### src/rtl/model_share_arbiter_if.sv
// Requester, response and model-side signal bundle for model_share_arbiter.
// The slave modport is the arbiter's view; master is the surrounding netlist/requesters.
interface model_share_arbiter_if #(
  parameter int unsigned NREQ  = 4,
  parameter int unsigned WIDTH = 5
) ();
  logic [NREQ-1:0]       req_valid;
  logic [NREQ-1:0]       req_ready;
  logic [NREQ*WIDTH-1:0] req_i0;
  logic [NREQ*WIDTH-1:0] req_i1;
  logic [NREQ-1:0]       rsp_valid;
  logic [NREQ-1:0]       rsp_ready;
  logic [WIDTH-1:0]      rsp_o0;
  logic [WIDTH-1:0]      rsp_o1;
  logic [WIDTH-1:0]      m_i0;
  logic [WIDTH-1:0]      m_i1;
  logic [WIDTH-1:0]      m_o0;
  logic [WIDTH-1:0]      m_o1;
  logic                  busy;

  modport slave (
    input  req_valid, req_i0, req_i1, rsp_ready, m_o0, m_o1,
    output req_ready, rsp_valid, rsp_o0, rsp_o1, m_i0, m_i1, busy
  );

  modport master (
    output req_valid, req_i0, req_i1, rsp_ready, m_o0, m_o1,
    input  req_ready, rsp_valid, rsp_o0, rsp_o1, m_i0, m_i1, busy
  );
endinterface

### src/rtl/model_share_arbiter.sv
// Round-robin sharing of one two-port model datapath among NREQ requesters,
// one transaction in flight, operands held for LATENCY cycles before capture.
module model_share_arbiter #(
  parameter int unsigned NREQ    = 4,
  parameter int unsigned WIDTH   = 5,
  parameter int unsigned LATENCY = 2
) (
  input logic                  clk,
  input logic                  rst,
  model_share_arbiter_if.slave bus
);
  localparam int unsigned PW  = (NREQ > 1) ? $clog2(NREQ) : 1;
  localparam int unsigned PW1 = PW + 1;

  typedef enum logic [1:0] {IDLE, WAIT, RESP} state_t;

  state_t           r_state;
  state_t           w_state_nxt;
  logic [PW-1:0]    r_ptr;
  logic [PW-1:0]    r_gnt;
  logic [PW-1:0]    w_win;
  logic             w_any;
  logic [PW:0]      w_sum;
  logic [3:0]       r_cnt;
  logic [WIDTH-1:0] r_m_i0;
  logic [WIDTH-1:0] r_m_i1;
  logic [WIDTH-1:0] r_rsp_o0;
  logic [WIDTH-1:0] r_rsp_o1;
  logic [WIDTH-1:0] w_sel_i0;
  logic [WIDTH-1:0] w_sel_i1;
  logic [NREQ-1:0]  w_req_ready;
  logic [NREQ-1:0]  w_rsp_valid;

  // Scan ptr, ptr+1, ... with an explicit modulo-NREQ wrap so non-power-of-two NREQ works.
  always_comb begin
    w_win = '0;
    w_any = 1'b0;
    w_sum = '0;
    for (int unsigned k = 0; k < NREQ; k++) begin
      w_sum = {1'b0, r_ptr} + PW1'(k);
      if (w_sum >= PW1'(NREQ)) begin
        w_sum = w_sum - PW1'(NREQ);
      end
      if (!w_any && bus.req_valid[w_sum[PW-1:0]]) begin
        w_win = w_sum[PW-1:0];
        w_any = 1'b1;
      end
    end
  end

  always_comb begin
    w_sel_i0 = '0;
    w_sel_i1 = '0;
    for (int unsigned k = 0; k < NREQ; k++) begin
      if (PW'(k) == w_win) begin
        w_sel_i0 = bus.req_i0[k*WIDTH +: WIDTH];
        w_sel_i1 = bus.req_i1[k*WIDTH +: WIDTH];
      end
    end
  end

  always_comb begin
    w_state_nxt = r_state;
    w_req_ready = '0;
    w_rsp_valid = '0;
    case (r_state)
      IDLE: begin
        if (w_any) begin
          w_req_ready[w_win] = 1'b1;
          w_state_nxt        = WAIT;
        end
      end
      WAIT: begin
        if (r_cnt == '0) begin
          w_state_nxt = RESP;
        end
      end
      RESP: begin
        w_rsp_valid[r_gnt] = 1'b1;
        if (bus.rsp_ready[r_gnt]) begin
          w_state_nxt = IDLE;
        end
      end
      default: w_state_nxt = IDLE;
    endcase
  end

  always_ff @(posedge clk or posedge rst) begin
    if (rst) begin
      r_state <= IDLE;
    end else begin
      r_state <= w_state_nxt;
    end
  end

  always_ff @(posedge clk or posedge rst) begin
    if (rst) begin
      r_ptr    <= '0;
      r_gnt    <= '0;
      r_cnt    <= '0;
      r_m_i0   <= '0;
      r_m_i1   <= '0;
      r_rsp_o0 <= '0;
      r_rsp_o1 <= '0;
    end else begin
      case (r_state)
        IDLE: begin
          if (w_any) begin
            r_gnt  <= w_win;
            r_m_i0 <= w_sel_i0;
            r_m_i1 <= w_sel_i1;
            r_cnt  <= 4'(LATENCY - 1);
          end
        end
        WAIT: begin
          if (r_cnt == '0) begin
            r_rsp_o0 <= bus.m_o0;
            r_rsp_o1 <= bus.m_o1;
          end else begin
            r_cnt <= r_cnt - 4'd1;
          end
        end
        RESP: begin
          if (bus.rsp_ready[r_gnt]) begin
            r_ptr <= (r_gnt == PW'(NREQ - 1)) ? '0 : r_gnt + PW'(1);
          end
        end
        default: ;
      endcase
    end
  end

  // Reset holds the FSM in IDLE, so req_ready must be masked explicitly during reset.
  assign bus.req_ready = rst ? '0 : w_req_ready;
  assign bus.rsp_valid = w_rsp_valid;
  assign bus.rsp_o0    = r_rsp_o0;
  assign bus.rsp_o1    = r_rsp_o1;
  assign bus.m_i0      = r_m_i0;
  assign bus.m_i1      = r_m_i1;
  assign bus.busy      = (r_state != IDLE);
endmodule

### src/flat_wrapper.sv
// flat-port wrapper written by rule: the top's interface ports become plain ports
module model_share_arbiter_flat 
#(
  parameter int unsigned NREQ    = 4,
  parameter int unsigned WIDTH   = 5,
  parameter int unsigned LATENCY = 2
)
  (clk, rst, bus_req_valid, bus_req_i0, bus_req_i1, bus_rsp_ready, bus_m_o0, bus_m_o1, bus_req_ready, bus_rsp_valid, bus_rsp_o0, bus_rsp_o1, bus_m_i0, bus_m_i1, bus_busy);
  model_share_arbiter_if #(.NREQ(NREQ), .WIDTH(WIDTH)) bus_i ();
  input logic clk;
  input logic rst;
  input wire logic [$bits(bus_i.req_valid)-1:0] bus_req_valid;
  input wire logic [$bits(bus_i.req_i0)-1:0] bus_req_i0;
  input wire logic [$bits(bus_i.req_i1)-1:0] bus_req_i1;
  input wire logic [$bits(bus_i.rsp_ready)-1:0] bus_rsp_ready;
  input wire logic [$bits(bus_i.m_o0)-1:0] bus_m_o0;
  input wire logic [$bits(bus_i.m_o1)-1:0] bus_m_o1;
  output wire logic [$bits(bus_i.req_ready)-1:0] bus_req_ready;
  output wire logic [$bits(bus_i.rsp_valid)-1:0] bus_rsp_valid;
  output wire logic [$bits(bus_i.rsp_o0)-1:0] bus_rsp_o0;
  output wire logic [$bits(bus_i.rsp_o1)-1:0] bus_rsp_o1;
  output wire logic [$bits(bus_i.m_i0)-1:0] bus_m_i0;
  output wire logic [$bits(bus_i.m_i1)-1:0] bus_m_i1;
  output wire logic [$bits(bus_i.busy)-1:0] bus_busy;
  assign bus_i.req_valid = bus_req_valid;
  assign bus_i.req_i0 = bus_req_i0;
  assign bus_i.req_i1 = bus_req_i1;
  assign bus_i.rsp_ready = bus_rsp_ready;
  assign bus_i.m_o0 = bus_m_o0;
  assign bus_i.m_o1 = bus_m_o1;
  assign bus_req_ready = bus_i.req_ready;
  assign bus_rsp_valid = bus_i.rsp_valid;
  assign bus_rsp_o0 = bus_i.rsp_o0;
  assign bus_rsp_o1 = bus_i.rsp_o1;
  assign bus_m_i0 = bus_i.m_i0;
  assign bus_m_i1 = bus_i.m_i1;
  assign bus_busy = bus_i.busy;
  model_share_arbiter #(.NREQ(NREQ), .WIDTH(WIDTH), .LATENCY(LATENCY)) u_core (.clk(clk), .rst(rst), .bus(bus_i));
endmodule
### config.mk
export PLATFORM = sky130hd
export DESIGN_NAME = model_share_arbiter_flat
export DESIGN_NICKNAME = d
export VERILOG_FILES = /design/src/rtl/model_share_arbiter_if.sv /design/src/rtl/model_share_arbiter.sv /design/src/flat_wrapper.sv
export SDC_FILE = /design/constraint.sdc
export NUM_CORES = 1
export LEC_CHECK = 0
export ABC_CLOCK_PERIOD_IN_PS = 5800
export CORE_ASPECT_RATIO = 1.5
export CORE_UTILIZATION = 44
export CTS_CLUSTER_DIAMETER = 40
export DETAILED_ROUTE_END_ITERATION = 10
export PLACE_DENSITY_LB_ADDON = 0.1
export SYNTH_ARGS = -nofsm -noshare
export SYNTH_HDL_FRONTEND = slang
export SYNTH_SLANG_ARGS = --single-unit
### constraint.sdc
create_clock -name clk -period 5.8 [get_ports clk]
set_input_delay 1.74 -clock clk [delete_from_list [all_inputs] [get_ports clk]]
set_output_delay 1.74 -clock clk [all_outputs]
set_load 0.01 [all_outputs]
==> results of run 1 <==
[layout by cell type, fill, tap and decap left out, drive strengths merged, types with 3 or more instances in the layout]
master,n
buf,4
clkbuf,6
clkdlybuf4s50,88
mux2,20
nand2,9
dfrtp,30
and2,4
inv,8
nand3,18
a21oi,3
o221a,9
ha,6
nor4,5
o21ai,13
nor2,7
[metal layers]
metal  GRT usage [%]  routed length (um)  vias to the layer above
met5               0                   0                        -
met4            6.92                  39                        0
met3            6.82                 358                        4
met2            38.4                2280                       74
met1            25.2                1730                      774
li1                -                   -                      798
[power breakdown]
group	internal (mW)	leakage (nW)	switching, mW	total, mW
combinational	0.378	0.741	0.288	0.666
sequential	0.310	0.354	0.0690	0.379
clock	0.0952	0.0472	0.0804	0.176
total	0.783	1.14	0.437	1.22
[worst paths after layout]
kind,depth (start not counted),endpoint,slack [ns]
setup reg to reg,6,u_core.bus.m_i1[4],3.76
hold reg to reg,1,u_core.r_cnt[0],0.50
hold / removal,1,u_core.r_cnt[0],0.50
setup / recovery,6,bus_req_ready[2],0.27
max in group asynchronous,3,u_core.bus.rsp_o0[3],3.56
min in group asynchronous,3,u_core.bus.m_i1[3],1.96
[worst max-delay path: cells and delay by family]
family,cells,cell delay (ns)
and+or+nand+nor,4,1.03
buffers and inverters,2,1.01
[through the flow]
step / worst slack [ns] / instances / utilization [%]
6_report: 0.273 / 305 / 71.9
5_1_grt: 0.161 / 305 / 71.9
4_1_cts: 0.270 / 305 / 71.9
3_5_place_dp: 0.275 / 297 / 69.5
3_3_place_gp: 0.305 / 297 / 69.5
2_1_floorplan: 1.14 / 166 / -
[state kept, by name, summed over array words and instances (netlist names)]
register / count
u_core.r_gnt: 2
u_core.r_cnt: 4
u_core.bus.rsp_o1: 5
u_core.bus.rsp_o0: 5
u_core.r_state: 2
u_core.r_ptr: 2
u_core.bus.m_i0: 5
u_core.bus.m_i1: 5
[area by class of cell]
class,count,area [um2]
fillers,337,1100
multi-input cells,122,978
repair buffers,92,911
flip-flops and latches,30,751
clock buffers,6,82.6
well taps,45,56.3
inverters,8,30.0
clock inverters,2,12.5
[kinds of logic after synthesis]
kind of cell / synth area share, %
and+or+nand+nor: 20.0
DFF: 41.6
AOI/OAI and AO/OA: 13.6
adders and majority gates: 4.16
muxes: 15.5
buffers and inverters: 4.16
xor gates and xnor gates: 0.971
==> impl_metrics.env, run 1 <==
export IMPL_outcome="finished clean"
export IMPL_post_cts_buffers=0
export IMPL_synth_net_count=232
export IMPL_vias=1650
export IMPL_setup_tns_ns=0
export IMPL_yosysTopAreaCellShare_pct=41.6
export IMPL_wl_per_cell_um=14.5
export IMPL_period_minus_slack_ns=5.53
export IMPL_maxCapViolations=0
export IMPL_die_area_mm2=0.00437
export IMPL_timing_final_max_slew_violations=0
export IMPL_ys_warn_count=0
export IMPL_path_clk_slew_ns=0.07
export IMPL_cts_buffers=5
export IMPL_clkLatencyLatePin_ns=0.28
export IMPL_synthFlopType="dfrtp_1"
export IMPL_slowest_stage="clkdlybuf4s50_1"
export IMPL_hp_class="flip-flop to flip-flop"
export IMPL_start_util_pct=46.0
export IMPL_ir_drop_v=0.000325
export IMPL_fmax_ghz=0.181
export IMPL_power_density_mw_per_mm2=433
export IMPL_first_iter_violations=38
export IMPL_hold_start="u_core.r_cnt[0]"
export IMPL_numPortBuffers=88
export IMPL_cp_arrival_ns=3.79
export IMPL_first_pass_iters=4
export IMPL_reg2reg_from="u_core.r_ptr[0]"
export IMPL_path_common_cell="clkdlybuf4s50_1"
export IMPL_syn_avg_cell_area_um2=10.9
export IMPL_grt_overflow_total=0
export IMPL_cts_tree="done"
export IMPL_grt_pass1_vias=1645
export IMPL_synth_top_cells_by_area="dfrtp_1, mux2_2, nand3_1, ha_1, o221a_2"
export IMPL_cts_buffer_depth=2
export IMPL_grt_max_degree=31
export IMPL_finalHoldViolations=0
export IMPL_cp_start_kind="primary input"
export IMPL_stdcell_area_mm2=0.00282
export IMPL_ys_types=43
export IMPL_cts_hold_buf=0
export IMPL_hpwl_mm=3.47
export IMPL_track_usage_pct=22.3
export IMPL_cts_repair_resize_count=0
export IMPL_die_w_um=54.3
export IMPL_yosysSeqAreaShare_pct=41.6
export IMPL_diodes=0
export IMPL_dpl_instance_area_mm2=0.00273
export IMPL_place_congestion=0.798
export IMPL_period_share_pct=95.3
export IMPL_slew_headroom_pct=56.8
export IMPL_crit_type="primary input to output port"
export IMPL_fin_skew_ns=0.00719
export IMPL_synth_common_cells="dfrtp_1, nand3_1, mux2_2"
export IMPL_synth_largest_area_cell="dfrtp_1"
export IMPL_cts_root_buf="clkbuf_8"
export IMPL_drive_gt1_share_pct=18.8
export IMPL_core_area_mm2=0.00392
export IMPL_rsz0062_at_grt="no"
export IMPL_die_h_um=80.4
export IMPL_cpPeakStageDelay_ns=0.53
export IMPL_syn_area_mm2=0.00180
export IMPL_synthToLayoutAreaGrowth_pct=56.4
export IMPL_cp_required_ns=4.06
export IMPL_worstPathMaxFanout=10
export IMPL_vias_per_cell=5.41
export IMPL_power_mw=1.22
export IMPL_hold_ws_ns=0.500
export IMPL_drcViolationCount=0
export IMPL_synth_seq_cells=30
export IMPL_p_leak_nw=1.14
export IMPL_synth_edf_count=0
export IMPL_pin_count=89
export IMPL_async_reset_ff_share_pct=100
export IMPL_nets=325
export IMPL_synth_cells=166
export IMPL_crit_start="bus_req_valid[1]"
export IMPL_setup_viol=0
export IMPL_cts_sinks=30
export IMPL_crit_chain="clkdlybuf4s50_1 > nor2_2 > and4b_1 > nor2_4 > and4_2 > clkdlybuf4s50_1"
export IMPL_num_rows=28
export IMPL_postRouteAntennaNets=0
export IMPL_yosys_cell_count_top_type="dfrtp_1"
export IMPL_wirelength_mm=4.41
export IMPL_cp_end_kind="output port"
export IMPL_grt_antenna_before_repair=0
export IMPL_grt_pass1_wl_mm=7.16
export IMPL_htree_levels=2
export IMPL_worst_pin_slew_ns=0.647
No activity file was read; power rests on OpenSTA's default activity.
==> run 2, diff against run 1 <==
--- a/config.mk
+++ b/config.mk
@@ -11,6 +11,7 @@
 export CTS_CLUSTER_DIAMETER = 40
 export DETAILED_ROUTE_END_ITERATION = 10
 export PLACE_DENSITY_LB_ADDON = 0.1
+export SETUP_SLACK_MARGIN = 0.3
 export SYNTH_ARGS = -nofsm -noshare
 export SYNTH_HDL_FRONTEND = slang
 export SYNTH_SLANG_ARGS = --single-unit
==> run 2 against run 1 <==
Die area unchanged. Combinational power is 0.9% higher. First-iteration DRC count is 32% lower. Cell count rose by 0.33%. Clock power about the same. Power grew 0.56%. Via count rose by 1.0%. Register-to-register slack hardly changed. Largest cell class unchanged. Cell area up 1.2%. Largest power group unchanged. Sequential power is essentially flat. Highest routed layer unchanged.
==> impl_metrics.env, run 2 (synthesized netlist as in run 1, its figures left out) <==
export IMPL_outcome="finished clean"
export IMPL_drcViolationCount=0
export IMPL_setup_viol=0
export IMPL_slowest_stage="clkdlybuf4s50_1"
export IMPL_postRouteAntennaNets=0
export IMPL_start_util_pct=46.0
export IMPL_hp_class="flip-flop to flip-flop"
export IMPL_setup_tns_ns=0
export IMPL_stdcell_area_mm2=0.00286
export IMPL_maxCapViolations=0
export IMPL_r2r_end="u_core.bus.m_i1[1]"
export IMPL_drive_gt1_share_pct=20.7
export IMPL_rr_worst_depth=5
export IMPL_crit_chain="clkdlybuf4s50_1 > a21oi_1 > o21ai_1 > a21o_2 > and4_2 > clkdlybuf4s50_1"
export IMPL_diodes=0
export IMPL_clkLatencyLatePin_ns=0.28
export IMPL_timing_final_max_slew_violations=0
export IMPL_finalHoldViolations=0
export IMPL_grt_max_degree=31
export IMPL_crit_type="primary input to output port"
export IMPL_reg2reg_from="u_core.r_state[0]"
export IMPL_multi_input_area_um2=997
export IMPL_cts_buffers=5
export IMPL_endpoint="bus_req_ready[0]"
export IMPL_grt_pass1_wl_mm=7.16
export IMPL_grt_pass1_vias=1645
export IMPL_ir_drop_v=0.000326
export IMPL_hold_depth=1
export IMPL_dpl_instance_area_mm2=0.00273
export IMPL_cp_arrival_ns=3.65
export IMPL_die_area_mm2=0.00437
export IMPL_cts_sinks=30
export IMPL_grt_antenna_before_repair=0
export IMPL_numPortBuffers=88
export IMPL_placed_cells=297
export IMPL_wl_per_cell_um=14.6
export IMPL_fin_cells=306
export IMPL_nets=326
export IMPL_vias_per_cell=5.45
export IMPL_die_h_um=80.4
export IMPL_vias=1667
export IMPL_path_common_cell="clkdlybuf4s50_1"
export IMPL_cts_tree="done"
export IMPL_p_leak_nw=1.19
export IMPL_period_share_pct=92.9
export IMPL_path_clk_slew_ns=0.07
export IMPL_pin_count=89
export IMPL_place_congestion=0.798
export IMPL_worst_pin_slew_ns=0.652
export IMPL_cp_required_ns=4.06
export IMPL_cpPeakStageDelay_ns=0.54
export IMPL_r2r_setup_slack_ns=3.77
export IMPL_grt_overflow_total=0
export IMPL_core_area_mm2=0.00392
export IMPL_regArea_um2=751
export IMPL_first_pass_iters=4
export IMPL_cts_root_buf="clkbuf_8"
export IMPL_cp_end_kind="output port"
export IMPL_wirelength_mm=4.46
export IMPL_fmax_ghz=0.186
export IMPL_cts_buffer_depth=2
export IMPL_period_minus_slack_ns=5.39
export IMPL_num_rows=28
export IMPL_rsz0062_at_grt="yes"
export IMPL_track_usage_pct=22.3
export IMPL_power_density_mw_per_mm2=430
export IMPL_htree_levels=2
export IMPL_die_w_um=54.3
export IMPL_final_cell_mix="clkdlybuf4s50_1, dfrtp_1, nand3_1"
export IMPL_slew_headroom_pct=56.5
export IMPL_crit_start="bus_req_valid[0]"
export IMPL_nFillCells=332
export IMPL_synthToLayoutAreaGrowth_pct=58.3
export IMPL_cp_start_kind="primary input"
export IMPL_final_common_cell="clkdlybuf4s50_1"
export IMPL_hpwl_mm=3.47
export IMPL_first_iter_violations=26
export IMPL_worstPathMaxFanout=4
export IMPL_fin_skew_ns=0.00744
## run 2: cell count changes in the layout (fill, tap and decap cells not counted), sizes merged
| cell | delta |
|---|---|
| dlymetal6s2s | +3 |
| buf | +1 |
| clkdlybuf4s50 | -3 |
## run 2: worst max-delay path, delay by kind of cell
| kind | cells | cell delay [ns] |
|---|---|---|
| buf+inv | 2 | 1.07 |
| simple gates | 1 | 0.22 |
| compound gates | 3 | 0.62 |
## run 2: metal layers
| metal | part of all wire, % | track usage (%) | wire length, um | vias to the layer above |
|---|---|---|---|---|
| li1 | - | - | - | 802 |
| met1 | 38 | 25.2 | 1710 | 779 |
| met2 | 52 | 38.4 | 2320 | 82 |
| met3 | 8.8 | 6.82 | 393 | 4 |
| met4 | 0.87 | 6.92 | 39 | 0 |
| met5 | 0 | 0 | 0 | - |
## run 2: what timing repair did
action                     in CTS  in global routing
cloned                          0                  0
buffers inserted                0                  1
pin swaps                       0                  2
setup endpoints to repair       2                  4
gates resized for setup         1                  8
hold buffers                    0                  0
## run 2: report_power, final
group / leakage [nW] / internal (mW) / switching [mW]
clock network: 0.0472 / 0.0952 / 0.0796
registers: 0.354 / 0.310 / 0.0705
logic: 0.785 / 0.381 / 0.291
## run 2: through the flow
stage	util, %	setup WS (ns)	hold WS (ns)	power, mW
detailed placement	69.5	0.275	0.484	1.05
global placement	69.5	0.305	0.473	1.04
CTS	71.9	0.301	0.500	1.23
floorplan	-	1.14	0.461	0.775
global route	72.8	0.276	0.522	1.32
finish	72.8	0.413	0.499	1.23
## run 2: cell type report
cell class	instances	area share, %
sequential	30	26.3
multi-input combinational	122	34.9
inverter	8	1.05
clock buffer	6	2.89
timing repair buffer	93	32.4
clock inverter	2	0.438
tap	45	1.97
## run 2: how the worst min path moves through the flow
stage / from / to / slack, ns
after floorplan: u_core.r_cnt[0] / u_core.r_cnt[0] / 0.46
after global placement: u_core.bus.m_i0[0] / u_core.bus.m_i0[0] / 0.47
after detailed placement: u_core.bus.m_i0[0] / u_core.bus.m_i0[0] / 0.48
after CTS: u_core.r_cnt[0] / u_core.r_cnt[0] / 0.50
after global routing: u_core.r_cnt[0] / u_core.r_cnt[0] / 0.52
final: u_core.r_cnt[0] / u_core.r_cnt[0] / 0.50
==> run 3, diff against run 2 <==
--- a/config.mk
+++ b/config.mk
@@ -7,9 +7,11 @@
 export LEC_CHECK = 0
 export ABC_CLOCK_PERIOD_IN_PS = 5800
 export CORE_ASPECT_RATIO = 1.5
-export CORE_UTILIZATION = 44
+export CORE_MARGIN = 8
+export CORE_UTILIZATION = 55
 export CTS_CLUSTER_DIAMETER = 40
 export DETAILED_ROUTE_END_ITERATION = 10
+export DONT_BUFFER_PORTS = 1
 export PLACE_DENSITY_LB_ADDON = 0.1
 export SETUP_SLACK_MARGIN = 0.3
 export SYNTH_ARGS = -nofsm -noshare
==> run 3 against run 2 <==
Sequential cell count stayed put. Setup slack better by 0.56 ns. Utilization down 12 points. Via count fell by 21%. Count of clock-buffer cells in the layout grew 1. First-iteration DRC count is 19% higher. Non-clock buffer count fell by 92. Critical path depth is 2 lower. Sequential power is 13% higher. Wire length fell by 1.1%. Critical endpoint is now bus_req_ready[3].
==> impl_metrics.env, run 3 (synthesized netlist as in run 1, its figures left out) <==
export IMPL_cp_start_kind="primary input"
export IMPL_fin_skew_ns=0.00658
export IMPL_timing_final_max_slew_violations=0
export IMPL_worst_slack_ns=0.975
export IMPL_grt_antenna_before_repair=0
export IMPL_vias_per_cell=6.33
export IMPL_power_switching_mw=0.401
export IMPL_power_density_mw_per_mm2=530
export IMPL_hold_ws_ns=0.539
export IMPL_drive_gt1_share_pct=26.6
export IMPL_nets=234
export IMPL_cp_required_ns=4.06
export IMPL_fmax_ghz=0.207
export IMPL_die_w_um=62.8
export IMPL_place_congestion=0.810
export IMPL_cell_internal_pwr_mw=0.609
export IMPL_met1_usage_pct=17.7
export IMPL_period_share_pct=83.2
export IMPL_die_area_mm2=0.00541
export IMPL_p_comb_share_pct=41.1
export IMPL_final_common_cell="dfrtp_1"
export IMPL_cts_buffers=5
export IMPL_setup_viol=0
export IMPL_vias=1323
export IMPL_p_leak_nw=0.787
export IMPL_grt_use_met2_pct=28.8
export IMPL_pin_count=89
export IMPL_final_cell_mix="dfrtp_1, nand3_1, mux2_2"
export IMPL_hp_class="flip-flop to flip-flop"
export IMPL_ir_drop_v=0.000286
export IMPL_clkLatencyLatePin_ns=0.27
export IMPL_utilization_pct=60.4
export IMPL_first_iter_violations=31
export IMPL_rsz0062_at_grt="no"
export IMPL_htree_levels=2
export IMPL_grt_pass1_vias=1529
export IMPL_postRouteAntennaNets=0
export IMPL_crit_type="primary input to output port"
export IMPL_diodes=0
export IMPL_numPortBuffers=0
export IMPL_grt_busiest_layer="met2"
export IMPL_synthToLayoutAreaGrowth_pct=5.76
export IMPL_core_area_mm2=0.00316
export IMPL_cts_buffer_depth=2
export IMPL_drcViolationCount=0
export IMPL_post_cts_buffers=0
export IMPL_power_mw=1.01
export IMPL_pre_cts_ws_ns=0.979
export IMPL_cts_sinks=30
export IMPL_cts_repair_resize_count=0
export IMPL_cts_root_buf="clkbuf_8"
export IMPL_grt_overflow_total=0
export IMPL_cp_end_kind="output port"
export IMPL_hpwl_mm=3.56
export IMPL_cp_arrival_ns=3.09
export IMPL_die_h_um=86.1
export IMPL_swShare_pct=39.7
export IMPL_grt_pass1_wl_mm=7.56
export IMPL_slew_headroom_pct=57.5
export IMPL_track_usage_pct=17.3
export IMPL_cts_tree="done"
export IMPL_num_rows=25
export IMPL_maxCapViolations=0
export IMPL_setup_tns_ns=0
export IMPL_start_util_pct=57.1
export IMPL_first_pass_iters=4
export IMPL_clock_power_share_pct=16.5
export IMPL_finalHoldViolations=0
export IMPL_worst_pin_slew_ns=0.636
export IMPL_worstPathMaxFanout=16
export IMPL_outcome="finished clean"
export IMPL_grt_util_met3_pct=9.39
export IMPL_pwr_share_seq_pct=42.4
export IMPL_grt_max_degree=31
export IMPL_wl_per_cell_um=21.1
export IMPL_path_clk_slew_ns=0.05
export IMPL_period_minus_slack_ns=4.83
export IMPL_cts_hold_buf=0
export IMPL_wirelength_mm=4.41
-- run 3: worst paths after layout --
check | startpoint | end | slack, ns | cells after the start
max | bus_req_valid[0] | bus_req_ready[3] | 0.97 | 4
min | u_core.r_cnt[0] | u_core.r_cnt[0] | 0.54 | 1
max reg2reg | u_core.r_state[1] | u_core.bus.m_i0[2] | 3.72 | 5
min reg2reg | u_core.r_cnt[0] | u_core.r_cnt[0] | 0.54 | 1
max in group asynchronous | rst | u_core.bus.rsp_o0[3] | 4.05 | 2
min in group asynchronous | rst | u_core.bus.m_i1[3] | 1.47 | 2
-- run 3: routing by layer --
layer / vias to the layer above / part of all wire [%]
met4: 0 / 1.0
met2: 79 / 50
met1: 622 / 37
li1: 617 / -
met5: - / 0
met3: 5 / 12
-- run 3: layout make-up --
cell class,instances,area [um2]
fill,248,1250
timing repair buffer,1,7.51
clock buffer,7,86.3
sequential,30,751
clock inverter,1,5.00
multi-input combinational,122,978
inverter,8,30.0
tap,40,50.0
-- run 3: per-stage QoR --
step,std cells,cell area [um2]
after detailed placement,201,1820
final,209,1910
after global placement,201,1820
after floorplan,166,1800
after CTS,209,1910
after global routing,209,1910
-- run 3: power by group through the flow --
stage | registers (mW) | clock network (mW) | logic (mW)
6_report | 0.429 | 0.167 | 0.415
2_1_floorplan | 0.405 | 0 | 0.370
3_3_place_gp | 0.432 | 0 | 0.401
5_1_grt | 0.446 | 0.180 | 0.471
4_1_cts | 0.432 | 0.174 | 0.421
3_5_place_dp | 0.435 | 0 | 0.419
-- run 3: critical path: stages --
cell	delay, ns
nor2b_1	0.15
nor4_4	0.51
nor2_4	0.22
nor4_1	0.46
